[src/rtl/controlador_pkg.sv]
// Shared encodings for the shift-register controller and the register's select mux.
package controlador_pkg;

  typedef enum logic [1:0] {
    PARADO  = 2'd0,
    CARREGA = 2'd1,
    DESLOCA = 2'd2,
    PAUSA   = 2'd3
  } estado_t;

  localparam logic [1:0] SEL_CARREGA = 2'b00;
  localparam logic [1:0] SEL_ESQ_DIR = 2'b01;
  localparam logic [1:0] SEL_DIR_ESQ = 2'b10;
  localparam logic [1:0] SEL_MANTER  = 2'b11;

  // Direction 0 travels toward bit 0, direction 1 toward bit N-1.
  function automatic logic [1:0] sel_deslocamento(input logic dir);
    return dir ? SEL_DIR_ESQ : SEL_ESQ_DIR;
  endfunction

endpackage

[src/rtl/controlador_deslocamento_divisor_tick.sv]
// Shift-rate divider: registered one-cycle tick on each DIV-1 -> 0 wrap while enabled.
module divisor_tick #(
  parameter int DIV = 25_000_000
) (
  input  logic clk,
  input  logic rst_n,
  input  logic enable,
  input  logic clear,
  output logic tick
);

  localparam int DIV_W = (DIV > 1) ? $clog2(DIV) : 1;
  localparam logic [DIV_W-1:0] MAX = DIV_W'(DIV - 1);

  logic [DIV_W-1:0] contagem;

  // A disabled counter keeps its value so a pause can resume mid-period.
  always_ff @(posedge clk or negedge rst_n) begin
    if (!rst_n) begin
      contagem <= '0;
      tick     <= 1'b0;
    end else if (clear) begin
      contagem <= '0;
      tick     <= 1'b0;
    end else if (enable) begin
      if (contagem == MAX) begin
        contagem <= '0;
        tick     <= 1'b1;
      end else begin
        contagem <= contagem + DIV_W'(1);
        tick     <= 1'b0;
      end
    end else begin
      tick <= 1'b0;
    end
  end

endmodule

[src/rtl/controlador_deslocamento.sv]
// Sequencer for the bidirectional shift register's shared select lines {ch1,ch0}.
// Define AUTO_REVERSE_EN to latch direction on entry to DESLOCA and bounce at the register ends.
module controlador_deslocamento
  import controlador_pkg::*;
#(
  parameter int N   = 8,
  parameter int DIV = 25_000_000
) (
  input  logic         clk,
  input  logic         rst_n,
  input  logic         botao_carregar,
  input  logic         botao_pausa,
  input  logic         habilitar,
  input  logic         direcao,
  input  logic [N-1:0] estado_registrador,
  output logic         ch1,
  output logic         ch0,
  output logic         tick,
  output logic         direcao_atual,
  output logic         pausado
);

  estado_t    estado, proximo;
  logic       carregar_ant, pausa_ant;
  logic       ev_carregar, ev_pausa;
  logic       entrando, habilita_div, limpa_div;
  logic       dir_q, dir_efetiva;
  logic [1:0] sel;
  logic       unused_estado;

  assign ev_carregar = botao_carregar & ~carregar_ant;
  assign ev_pausa    = botao_pausa & ~pausa_ant;

  always_ff @(posedge clk or negedge rst_n) begin
    if (!rst_n) begin
      carregar_ant <= 1'b0;
      pausa_ant    <= 1'b0;
    end else begin
      carregar_ant <= botao_carregar;
      pausa_ant    <= botao_pausa;
    end
  end

  always_ff @(posedge clk or negedge rst_n) begin
    if (!rst_n) estado <= PARADO;
    else        estado <= proximo;
  end

  // Priority: load event, then habilitar low, then pause event.
  always_comb begin
    proximo = estado;
    case (estado)
      PARADO: begin
        if (ev_carregar)    proximo = CARREGA;
        else if (habilitar) proximo = DESLOCA;
      end
      CARREGA: proximo = habilitar ? DESLOCA : PARADO;
      DESLOCA: begin
        if (ev_carregar)     proximo = CARREGA;
        else if (!habilitar) proximo = PARADO;
        else if (ev_pausa)   proximo = PAUSA;
      end
      PAUSA: begin
        if (ev_carregar)     proximo = CARREGA;
        else if (!habilitar) proximo = PARADO;
        else if (ev_pausa)   proximo = DESLOCA;
      end
      default: proximo = PARADO;
    endcase
  end

  always_comb begin
    sel     = SEL_MANTER;
    pausado = 1'b0;
    case (estado)
      CARREGA: sel = SEL_CARREGA;
      DESLOCA: if (tick) sel = sel_deslocamento(dir_efetiva);
      PAUSA:   pausado = 1'b1;
      default: sel = SEL_MANTER;
    endcase
  end

  assign {ch1, ch0}    = sel;
  assign direcao_atual = dir_efetiva;

  // Counting only when staying in DESLOCA means a wrap never lands on an exit edge,
  // so a tick that meets a load or pause event simply does not happen.
  assign entrando     = (proximo == DESLOCA) && (estado != DESLOCA);
  assign habilita_div = (estado == DESLOCA) && (proximo == DESLOCA);
  assign limpa_div    = entrando && (estado != PAUSA);

  divisor_tick #(.DIV(DIV)) u_divisor (
    .clk    (clk),
    .rst_n  (rst_n),
    .enable (habilita_div),
    .clear  (limpa_div),
    .tick   (tick)
  );

`ifdef AUTO_REVERSE_EN
  logic fim_zero, fim_topo;

  // End bits are registered; the register holds between ticks, so these match the tick cycle.
  always_ff @(posedge clk or negedge rst_n) begin
    if (!rst_n) begin
      fim_zero <= 1'b0;
      fim_topo <= 1'b0;
    end else begin
      fim_zero <= estado_registrador[0];
      fim_topo <= estado_registrador[N-1];
    end
  end

  assign dir_efetiva = dir_q ^ (tick & (dir_q ? fim_topo : fim_zero));

  always_ff @(posedge clk or negedge rst_n) begin
    if (!rst_n)        dir_q <= 1'b0;
    else if (entrando) dir_q <= direcao;
    else if (tick)     dir_q <= dir_efetiva;
  end
`else
  assign dir_efetiva = dir_q;

  always_ff @(posedge clk or negedge rst_n) begin
    if (!rst_n) dir_q <= 1'b0;
    else        dir_q <= direcao;
  end
`endif

  assign unused_estado = ^estado_registrador;

endmodule

[config.mk]
export PLATFORM = sky130hd
export DESIGN_NAME = controlador_deslocamento
export DESIGN_NICKNAME = d
export VERILOG_FILES = /design/src/rtl/controlador_pkg.sv /design/src/rtl/controlador_deslocamento_divisor_tick.sv /design/src/rtl/controlador_deslocamento.sv
export SDC_FILE = /design/constraint.sdc
export NUM_CORES = 1
export LEC_CHECK = 0
export CAP_MARGIN = 15
export CORE_UTILIZATION = 40
export CTS_CLUSTER_DIAMETER = 150
export CTS_CLUSTER_SIZE = 14
export DETAILED_ROUTE_END_ITERATION = 12
export PLACE_DENSITY = 0.66
export SYNTH_ARGS = -nofsm -noshare
export SYNTH_HDL_FRONTEND = slang
export SYNTH_SLANG_ARGS = --single-unit
[constraint.sdc]
create_clock -name clk -period 3.08 [get_ports clk]
set_input_delay 0.308 -clock clk [delete_from_list [all_inputs] [get_ports clk]]
set_output_delay 0.308 -clock clk [all_outputs]
set_load 0.05 [all_outputs]
-- Word level (Yosys, flattened, before mapping)
Cells that the tools add are included.
- register bits after elaboration: 31
- input port bits: 14
- add/subtract/negate cells: 1
- equality and inequality tests: 7
- mux-type cells: 20
- bitwise logic cells: 4
- reductions and logical operators: 5
- operators with widths (operator ; count):
    2-to-1 mux 25 bit ; 3
    adder 25 x 1 -> 25 bit, second input constant ; 1
    equality test 25 bit, second input constant ; 1
    2-to-1 mux 2 bit ; 11
    case mux 2 bit (4 select lines) ; 1
    equality test 2 bit, second input constant ; 3
    2-to-1 mux 1 bit ; 4
    != test 2 bit, second input constant ; 2
    case mux 2 bit (2 select lines) ; 1
    logical AND 1 bit ; 3
    AND 1 bit ; 2
    equality test 2 x 1 -> 1 bit, second input constant ; 1
    zero test 2 bit ; 1
    NOT 1 bit ; 2
    nonzero test 2 bit ; 1

-- Longest topological paths before layout
Gate-level depths: netlist of run 1.
- depth after elaboration: 10
- depth in mapped cells: 7
- mapped depth without buffers: 6

-- By module
From an unflattened synthesis of run 1, not the netlist that was laid out.
- cells, all modules: 190
- area, all modules: 1747.9 um^2
- by module, submodules not included (module ; times used ; cells an instance ; area an instance (um^2)):
    divisor_tick ; 1 ; 167 ; 1505.2
    controlador_deslocamento ; 1 ; 23 ; 242.7

-- Worst setup path after synthesis of run 1
Ideal clock, no wire load.
- kind: flip-flop to flip-flop
- from: register u_divisor.contagem[0]
- to: register u_divisor.contagem[22]
- setup time: 118 ps
- arrival time: 1730 ps
- required time: 2962 ps
- setup slack: 1232 ps
- cell stages (with the launch flop): 7
- buffers on the path: 0
- cell sequence: dfrtp_1 -> ha_1 -> nand4_4 -> or4_4 -> nor3_2 -> o21ai_1 -> a21o_1
- longest elaborated chain between the ends: 4
- ends and longest elaborated chain (what ; RTL line ; RTL):
    start: declaration ; controlador_deslocamento_divisor_tick.sv:15 ; logic [DIV_W-1:0] contagem;
    start signal: assignment ; controlador_deslocamento_divisor_tick.sv:30 ; contagem <= contagem + DIV_W'(1);
    adder 25 x 1 -> 25 bit / equality test 25 bit (equally long branches) ; controlador_deslocamento_divisor_tick.sv:30, controlador_deslocamento_divisor_tick.sv:26 ;
    2-to-1 mux 25 bit * ; controlador_deslocamento_divisor_tick.sv:26 ; if (contagem == MAX) begin
    2-to-1 mux 25 bit * ; controlador_deslocamento_divisor_tick.sv:25 ; end else if (enable) begin
    2-to-1 mux 25 bit * ; controlador_deslocamento_divisor_tick.sv:22 ; end else if (clear) begin
Every way passes the cells marked *; elsewhere a longest branch is shown, timed or not. The select of a mux whose other input is x is not followed.
A chain may end at the register's enable or synchronous reset.

-- Final worst setup path of run 1
- from: register estado[1]
- to: output ch0
- longest elaborated chain between the ends: 2
- ends and longest elaborated chain (what ; RTL line ; RTL):
    start: declaration ; controlador_deslocamento.sv:23 ; estado_t estado, proximo;
    start signal: assignment ; controlador_deslocamento.sv:46 ; else estado <= proximo;
    equality test 2 bit / equality test 2 x 1 -> 1 bit (equally long branches) ; controlador_deslocamento.sv:75 ; case (estado)
    case mux 2 bit (2 select lines) * ; controlador_deslocamento.sv:75 ;
    end: declaration ; controlador_deslocamento.sv:17 ; output logic ch0,
Every way passes the cells marked *; elsewhere a longest branch is shown, timed or not.

==> flow_metrics.env, run 1 <==
export IMPL_finalSetupViolCount=0
export IMPL_synth_flop_cell="dfrtp_1"
export IMPL_final_hold_viol_count=0
export IMPL_core_sq_um=4144
export IMPL_wl_per_cell_um=16.51
export IMPL_n_antenna_cell=0
export IMPL_rsz0062_at_grt="false"
export IMPL_relSlewSlack_pct=51.59
export IMPL_synth_edf_count=0
export IMPL_end_kind="primary output"
export IMPL_layout_commonest_cell="dfrtp_1"
export IMPL_cts_tree="done"
export IMPL_power_density_nw_per_um2=418.1
export IMPL_drive_gt1_share_pct=9.500
export IMPL_finalCritPeriodShare_pct=73.38
export IMPL_clockRootBuffer="clkbuf_8"
export IMPL_numPortBuffers=10
export IMPL_clk_latency_ns=0.28
export IMPL_intPower_uw=606.1
export IMPL_syn2layout_area_growth_pct=10.54
export IMPL_synthAdderAreaFrac_pct=0.6978
export IMPL_skew_ns=0.003682
export IMPL_firstDrtPassIters=4
export IMPL_period_minus_slack_ns=2.260
export IMPL_path_cells="and2b_1, nand3_1, and2_1, clkdlybuf4s50_1"
export IMPL_die_area_sq_um=4754
export IMPL_clock_sinks=31
export IMPL_outcome="finished, final reports clean"
export IMPL_cp_start_kind="flop"
export IMPL_hold_class="primary input to async pin"
export IMPL_drc_errors=0
export IMPL_yosysTopAreaCellShare_pct=43.27
export IMPL_vdd_drop_max_uv=197.5
export IMPL_pwr_share_clk_pct=34.8
export IMPL_worstReg2RegEnd="u_divisor.contagem[16]"
export IMPL_drv_cap=0
export IMPL_ioPinCount=19
export IMPL_row_count=23
export IMPL_async_flop_share_pct=100.0
export IMPL_chipWidth_um=68.95
export IMPL_worst_slew_pin_slew_ns=0.7261
export IMPL_arrival_ns=1.95
export IMPL_synth_compound_area_share_pct=23.45
export IMPL_fp_dieH_um=68.95
export IMPL_ys_seq_area_share_pct=43.27
export IMPL_numCtsBuffers=5
export IMPL_ant_nets=0
export IMPL_critical_path_buf_inv_count=1
export IMPL_p_sw_share_pct=26.86
export IMPL_initial_core_util_pct=43.27
export IMPL_cpPeakStageDelay_ns=0.79
export IMPL_setup_tns_ns=0
export IMPL_synth_largest_area_cell="dfrtp_1"
export IMPL_grt_pass1_vias=1560
export IMPL_rrSetupSlack_ns=0.88
export IMPL_place_area_sq_um=1909
export IMPL_dpl_hpwl_um=2832
export IMPL_synth_top_family_by_area="simple AND/OR/NAND/NOR gates"
export IMPL_required_ns=2.77
export IMPL_vias_per_cell=6.136
export IMPL_gp_congestion=0.8726
export IMPL_r2r_start="u_divisor.contagem[0]"
export IMPL_globalRouteMet1Util_pct=26.69
export IMPL_seq_power_share_pct=53.4
export IMPL_track_usage_pct=21.16
export IMPL_max_clock_path_buffers=2
export IMPL_finalMaxSlewViolations=0
export IMPL_grt_overflow_total=0
export IMPL_nNetsFinal=216
export IMPL_syn_nets=207
export IMPL_cp_top_family="buffers and inverters"
export IMPL_wirelength_um=4128
export IMPL_antenna_found_initial=0
export IMPL_clkSlewWorstSetupHoldPaths_ns=0.06
export IMPL_combPwrFrac_pct=11.8
export IMPL_cts_max_level=2
export IMPL_ys_ff_latch=31
export IMPL_vias=1534
export IMPL_syn_area_sq_um=1793
export IMPL_slowest_stage="clkdlybuf4s50_1"
export IMPL_netlist_instances=192
export IMPL_post_cts_buffers=0
export IMPL_mostFrequentLayoutCells="31 x dfrtp_1, 19 x a31oi_1, 18 x nand2_1, 13 x nand3_1"
export IMPL_top_usage_layer="met2"
export IMPL_ff2ff_path_depth=6
export IMPL_crit_type="flop to primary output"
export IMPL_yosys_warnings=0
export IMPL_path_max_fanout=8
export IMPL_grt_pass1_wl_um=7217
export IMPL_holdBufCountCts=0
export IMPL_p_switching_uw=222.6
export IMPL_synth_xor_area_share_pct=0
export IMPL_fin_area_sq_um=1982
export IMPL_syn_avg_cell_area_sq_um=9.338
export IMPL_synth_simple_area_share_pct=28.75
export IMPL_fmax_mhz=442.5
export IMPL_synth_area_leaders="dfrtp_1 43%, a31oi_1 6.6%, nand2_1 3.8%"
export IMPL_postCtsResizedCells=0
export IMPL_drt_iter0_markers=102
export IMPL_p_leak_nw=0.8293
export IMPL_netlist_cell_type_count=42
export IMPL_muxShareOfSynthArea_pct=0
export IMPL_use_met3_pct=5.921
export IMPL_grt_max_degree=32
export IMPL_use_met2_pct=31.43
-- worst register-to-register path, delay by kind of cell (launching register included) --
| kind | cells | cell delay, ns |
|---|---|---|
| adders and majority gates | 1 | 0.29 |
| and+or+nand+nor | 2 | 0.60 |
| DFF | 1 | 0.40 |
| AOI/OAI and AO/OA | 3 | 0.79 |
-- through the flow --
stage / hold slack, ns / power (mW) / setup slack (ns) / instances / utilization [%]
detailed placement: 0.4728 / 0.5483 / 0.8488 / 244 / 46.07
CTS: 0.4266 / 0.8402 / 0.7889 / 250 / 47.83
floorplan: 0.01241 / 0.5090 / 1.232 / 192 / -
global route: 0.4671 / 0.8725 / 0.7247 / 250 / 47.83
global placement: 0.4590 / 0.5431 / 0.8996 / 244 / 46.07
finish: 0.4138 / 0.8287 / 0.8199 / 250 / 47.83
-- registers in the layout (all words and copies together), names as in the netlist --
register	flops
estado	2
pausa_ant	1
u_divisor.contagem	25
carregar_ant	1
u_divisor.tick	1
direcao_atual	1
-- layer usage --
metal	vias to the layer above	share of wire [%]
met5	-	0
met4	0	2.3
met3	6	5.3
met2	51	46
met1	730	46
li1	747	-
-- worst max-delay path by stage --
| stage | startpoint | to | slack (ns) | depth (start not counted) |
|---|---|---|---|---|
| 2_1_floorplan | u_divisor.contagem[0] | u_divisor.contagem[22] | 1.23 | 6 |
| 3_3_place_gp | botao_pausa | u_divisor.contagem[15] | 0.90 | 6 |
| 3_5_place_dp | botao_pausa | u_divisor.contagem[15] | 0.85 | 6 |
| 4_1_cts | estado[1] | ch0 | 0.79 | 4 |
| 5_1_grt | u_divisor.contagem[0] | u_divisor.contagem[22] | 0.72 | 6 |
| 6_report | estado[1] | ch0 | 0.82 | 4 |
-- cell usage after synthesis (all sizes together), types with 5 or more instances --
cell type and instances:
buf 6, a31oi 19, nor4 5, a21o 5, dfrtp 31, nand2b 5, nand4 7, a21oi 13
nor2 7, nand2 18, nand3 13, and3 7, o21ai 14, and2 5
-- power by group through the flow --
stage                     sequential (mW)  combinational [mW]  clock, mW
after floorplan                     0.447              0.0617          0
after global placement              0.448              0.0953          0
after detailed placement            0.450              0.0985          0
after CTS                           0.443              0.0988      0.299
after global routing                0.446               0.110      0.317
final                               0.443              0.0978      0.288
-- cells by family after synthesis --
logic type	Yosys count
buffers and inverters	13
flip-flops	31
adder cells (fa/ha/maj)	1
AO/OA/AOI/OAI	65
AND/OR/NAND/NOR	82
-- area by class of cell --
type	count	area (sq um)
clock buffers	6	72.57
fillers	406	2162
inverters	4	15.01
multi-input cells	148	948.4
flip-flops and latches	31	775.7
well taps	50	62.56
repair buffers	11	107.6
(Power assumes the default switching activity.)
==> inputs of run 2 (changes only) <==
==> constraint.sdc (replaced) <==
create_clock -name clk -period 2.1 [get_ports clk]
set_input_delay 0.21 -clock clk [delete_from_list [all_inputs] [get_ports clk]]
set_output_delay 0.21 -clock clk [all_outputs]
set_load 0.05 [all_outputs]
==> run 2 against run 1 <==
First-iteration DRC count increased by 26%. Largest cell class unchanged. Largest power group unchanged. Highest routed layer unchanged. Routed wire length rose by 2.2%. Via count up 3.5%.
==> flow_metrics.env, run 2 (synthesis gave the netlist of run 1 again) <==
export IMPL_die_area_sq_um=4754
export IMPL_vdd_drop_max_uv=366.6
export IMPL_finalSetupViolCount=0
export IMPL_rrSetupSlack_ns=0.12
export IMPL_grt_max_degree=32
export IMPL_fmax_mhz=505.0
export IMPL_final_core_util_pct=50.45
export IMPL_stdcell_count=261
export IMPL_rsz0062_at_grt="false"
export IMPL_power_density_nw_per_um2=638.0
export IMPL_antenna_found_initial=0
export IMPL_path_max_fanout=6
export IMPL_numCtsBuffers=5
export IMPL_clk_latency_ns=0.29
export IMPL_layout_commonest_cell="dfrtp_1"
export IMPL_grt_pass1_vias=1484
export IMPL_r2r_start="u_divisor.contagem[0]"
export IMPL_ioPinCount=19
export IMPL_cts_max_level=2
export IMPL_mostFrequentLayoutCells="31 x dfrtp_1, 19 x a31oi_1, 18 x nand2_1, 13 x nand3_1, 12 x a21oi_1"
export IMPL_fill_cells=401
export IMPL_initial_core_util_pct=43.27
export IMPL_firstDrtPassIters=4
export IMPL_postCtsResizedCells=0
export IMPL_crit_type="flop to flop"
export IMPL_nNetsFinal=225
export IMPL_worst_slew_pin_slew_ns=0.6017
export IMPL_chipWidth_um=68.95
export IMPL_relSlewSlack_pct=59.80
export IMPL_hold_class="primary input to async pin"
export IMPL_finalCritPeriodShare_pct=94.29
export IMPL_setup_tns_ns=0
export IMPL_drv_cap=0
export IMPL_vias=1588
export IMPL_period_minus_slack_ns=1.980
export IMPL_reg_largest_list="u_divisor.contagem x25, estado x2"
export IMPL_clkSlewWorstSetupHoldPaths_ns=0.07
export IMPL_largest_reg_flops=25
export IMPL_gp_congestion=0.9266
export IMPL_arrival_ns=2.16
export IMPL_dpl_hpwl_um=2848
export IMPL_fp_dieH_um=68.95
export IMPL_ff2ff_path_depth=6
export IMPL_finalMaxSlewViolations=0
export IMPL_startpoint="u_divisor.contagem[0]"
export IMPL_post_cts_buffers=0
export IMPL_grt_pass1_wl_um=6879
export IMPL_wl_per_cell_um=16.17
export IMPL_final_hold_viol_count=0
export IMPL_track_usage_pct=20.15
export IMPL_holdBufCountCts=0
export IMPL_vias_per_cell=6.084
export IMPL_drc_errors=0
export IMPL_skew_ns=0.004710
export IMPL_drt_iter0_markers=129
export IMPL_syn2layout_area_growth_pct=16.61
export IMPL_worstReg2RegEnd="u_divisor.contagem[22]"
export IMPL_largest_register="u_divisor.contagem"
export IMPL_cp_start_kind="flop"
export IMPL_drive_gt1_share_pct=15.64
export IMPL_clockRootBuffer="clkbuf_8"
export IMPL_end_kind="flop"
export IMPL_numPortBuffers=10
export IMPL_cts_tree="done"
export IMPL_grt_overflow_total=0
export IMPL_p_leak_nw=0.8913
export IMPL_row_count=23
export IMPL_core_sq_um=4144
export IMPL_max_clock_path_buffers=2
export IMPL_clock_sinks=31
export IMPL_wirelength_um=4220
export IMPL_required_ns=2.28
export IMPL_dpl_cell_count=253
export IMPL_outcome="finished, final reports clean"
export IMPL_ant_nets=0
export IMPL_n_antenna_cell=0
-- run 2: changes by cell type in the layout (fill, tap and decap cells not counted) --
cell             delta
clkdlybuf4s50_1     -2
o21ai_1             +1
clkbuf_8            +2
nor4_1              -1
o21ai_0             -1
buf_4              +10
nor4_2              +1
buf_12              +1
-- run 2: final cells by class --
cell class,instances,area (sq um),share of cell area (%)
Inverter,4,15.01,0.7181
Clock buffer,8,100.1,4.788
Timing Repair Buffer,20,182.7,8.737
Tap cell,50,62.56,2.992
Sequential cell,31,775.7,37.10
Multi-Input combinational cell,148,954.7,45.66
-- run 2: where the power goes --
| group | internal (mW) | total, mW | switching (mW) |
|---|---|---|---|
| registers | 0.618 | 0.643 | 0.0249 |
| logic | 0.0650 | 0.166 | 0.101 |
| clock network | 0.299 | 0.524 | 0.226 |
| total | 0.982 | 1.33 | 0.352 |
-- run 2: per-stage QoR --
stage	setup WS [ns]	cell area, sq um	total power, mW	hold WS (ns)
2_1_floorplan	0.2520	1793	0.7466	-0.08559
4_1_cts	0.1230	2085	1.344	0.3233
6_report	0.1198	2091	1.334	0.3096
5_1_grt	0.02184	2091	1.388	0.3655
3_5_place_dp	0.03355	1984	0.8211	0.4909
3_3_place_gp	0.09655	1984	0.8150	0.4588
-- run 2: worst max path at each step --
stage	end	slack [ns]	cells after the start
after global placement	u_divisor.contagem[15]	0.1	6
after detailed placement	u_divisor.contagem[15]	0.03	6
final	u_divisor.contagem[22]	0.12	6
after floorplan	u_divisor.contagem[22]	0.25	6
after CTS	u_divisor.contagem[22]	0.12	6
after global routing	u_divisor.contagem[17]	0.02	5
-- run 2: routing by layer --
layer | share of wire (%) | up-vias | track usage (%) | wire length (um)
li1 | - | 768 | - | -
met1 | 48 | 781 | 25.64 | 2010
met2 | 48 | 32 | 32.40 | 2009
met3 | 3.3 | 7 | 5.592 | 140
met4 | 1.4 | 0 | 7.398 | 60
met5 | 0 | - | 0 | 0
-- run 2: worst max-delay path: stages (launching register included) --
cell and delay [ns]:
dfrtp_1 0.39, ha_1 0.23, nand4_4 0.18, or4_4 0.58
nor3_2 0.21, o21ai_1 0.09, a21o_1 0.18
==> inputs of run 3 (changes only) <==
==> constraint.sdc (replaced) <==
create_clock -name clk -period 2.35 [get_ports clk]
set_input_delay 0.235 -clock clk [delete_from_list [all_inputs] [get_ports clk]]
set_output_delay 0.235 -clock clk [all_outputs]
set_load 0.05 [all_outputs]
==> run 3 against run 2 <==
Sequential share of layout area grew 1.3 points. Global-route usage increased by 0.53 points. Final cell count is 3.1% lower. Routed wire length decreased by 2.7%. Via count shrank 1.6%. Combinational power decreased by 20%. Flip-flop and latch count unchanged. Final area shrank 3.5%. Critical endpoint is now ch0. Highest routed layer unchanged.
==> flow_metrics.env, run 3 (synthesis gave the netlist of run 1 again) <==
export IMPL_outcome="finished, final reports clean"
export IMPL_row_count=23
export IMPL_crit_type="flop to primary output"
export IMPL_cp_start_kind="flop"
export IMPL_p_total_mw=1.174
export IMPL_hold_slack_ns=0.3467
export IMPL_clkSlewWorstSetupHoldPaths_ns=0.07
export IMPL_rsz0062_at_grt="false"
export IMPL_drive_gt1_share_pct=11.33
export IMPL_largest_reg_flops=25
export IMPL_drc_errors=0
export IMPL_skew_ns=0.003377
export IMPL_finalMaxSlewViolations=0
export IMPL_grt_overflow_total=0
export IMPL_cts_max_level=2
export IMPL_rrSetupSlack_ns=0.21
export IMPL_reg_largest_list="u_divisor.contagem x25, estado x2"
export IMPL_grt_pass1_wl_um=7031
export IMPL_setup_tns_ns=0
export IMPL_largest_register="u_divisor.contagem"
export IMPL_clock_sinks=31
export IMPL_ff2ff_path_depth=5
export IMPL_grt_max_degree=32
export IMPL_ioPinCount=19
export IMPL_vdd_drop_max_uv=441.6
export IMPL_numPortBuffers=10
export IMPL_p_sw_share_pct=26.16
export IMPL_worstReg2RegEnd="u_divisor.contagem[15]"
export IMPL_n_antenna_cell=0
export IMPL_hold_class="primary input to async pin"
export IMPL_required_ns=2.12
export IMPL_wl_per_cell_um=16.22
export IMPL_fp_dieH_um=68.95
export IMPL_r2r_start="estado[0]"
export IMPL_antenna_found_initial=0
export IMPL_slowest_stage="clkdlybuf4s50_1"
export IMPL_syn2layout_area_growth_pct=12.56
export IMPL_cpPeakStageDelay_ns=0.79
export IMPL_relSlewSlack_pct=59.80
export IMPL_seq_power_share_pct=49.4
export IMPL_path_cells="and2b_1, nand3_1, and2_1, clkdlybuf4s50_1"
export IMPL_wirelength_um=4104
export IMPL_gp_congestion=0.8902
export IMPL_vias_per_cell=6.178
export IMPL_dpl_cell_count=245
export IMPL_vias=1563
export IMPL_finalCritPeriodShare_pct=93.09
export IMPL_arrival_ns=1.95
export IMPL_drt_iter0_markers=88
export IMPL_finalSetupViolCount=0
export IMPL_max_clock_path_buffers=2
export IMPL_numCtsBuffers=5
export IMPL_drv_cap=0
export IMPL_power_density_nw_per_um2=581.5
export IMPL_p_switching_uw=307.1
export IMPL_core_sq_um=4144
export IMPL_combPwrFrac_pct=11.2
export IMPL_grt_pass1_vias=1486
export IMPL_firstDrtPassIters=4
export IMPL_initial_core_util_pct=43.27
export IMPL_final_core_util_pct=48.70
export IMPL_p_leak_nw=0.8488
export IMPL_clk_latency_ns=0.28
export IMPL_path_max_fanout=8
export IMPL_layout_commonest_cell="dfrtp_1"
export IMPL_chipWidth_um=68.95
export IMPL_intPower_uw=866.5
export IMPL_clockRootBuffer="clkbuf_8"
export IMPL_dpl_hpwl_um=2745
export IMPL_stdcell_count=253
export IMPL_period_minus_slack_ns=2.188
export IMPL_critical_path_buf_inv_count=1
export IMPL_final_hold_viol_count=0
export IMPL_mostFrequentLayoutCells="31 x dfrtp_1, 19 x a31oi_1, 18 x nand2_1, 13 x nand3_1"
export IMPL_end_kind="primary output"
export IMPL_post_cts_buffers=0
export IMPL_ant_nets=0
export IMPL_worst_slew_pin_slew_ns=0.5995
export IMPL_cts_tree="done"
export IMPL_holdBufCountCts=0
export IMPL_nNetsFinal=217
export IMPL_postCtsResizedCells=0
export IMPL_die_area_sq_um=4754
export IMPL_pwr_share_clk_pct=39.3
export IMPL_cp_top_family="buffers and inverters"
export IMPL_fmax_mhz=457.1
export IMPL_track_usage_pct=20.67
[run 3: cell types whose count changed in the layout (fill, tap and decap cells not counted), sizes merged]
cell / previous run / this run
buf: 12 / 2
clkdlybuf4s50: 8 / 10
[run 3: final cells by class]
class                      count  area, sq um
sequential                    31        775.7
tap                           50        62.56
clock buffer                   8        100.1
multi-input combinational    148        949.7
inverter                       4        15.01
timing repair buffer          12        115.1
fill                         406         2126
[run 3: worst register-to-register path: stages (launching register included)]
cell and delay (ns):
dfrtp_1 0.44, and2b_1 0.27, nand4_1 0.30, a21oi_4 0.58, o21ai_0 0.25, a31oi_1 0.22
[run 3: per-layer routing]
layer	global-route usage [%]	part of all wire [%]	vias to the layer above
met1	26.28	48	770
met5	0	0	-
li1	-	-	752
met2	31.43	47	39
met4	12.24	0.85	0
met3	5.263	4.5	2
[run 3: stage by stage]
step / area, sq um / setup slack, ns
floorplan: 1793 / 0.5020
global placement: 1917 / 0.2119
detailed placement: 1917 / 0.1589
CTS: 2017 / 0.1519
global route: 2018 / 0.05413
finish: 2018 / 0.1624
[run 3: worst max path at each step]
stage / slack (ns) / end / from / cells after the start
floorplan: 0.50 / u_divisor.contagem[22] / u_divisor.contagem[0] / 6
global placement: 0.21 / u_divisor.contagem[15] / botao_pausa / 6
detailed placement: 0.16 / u_divisor.contagem[15] / botao_pausa / 6
CTS: 0.15 / ch0 / estado[1] / 4
global route: 0.05 / u_divisor.contagem[15] / estado[0] / 5
finish: 0.16 / ch0 / estado[1] / 4
[run 3: power by group through the flow]
stage	clock [mW]	sequential (mW)	combinational, mW
2_1_floorplan	0	0.586	0.0808
3_3_place_gp	0	0.587	0.128
3_5_place_dp	0	0.589	0.131
4_1_cts	0.471	0.579	0.132
5_1_grt	0.496	0.583	0.146
6_report	0.462	0.580	0.132
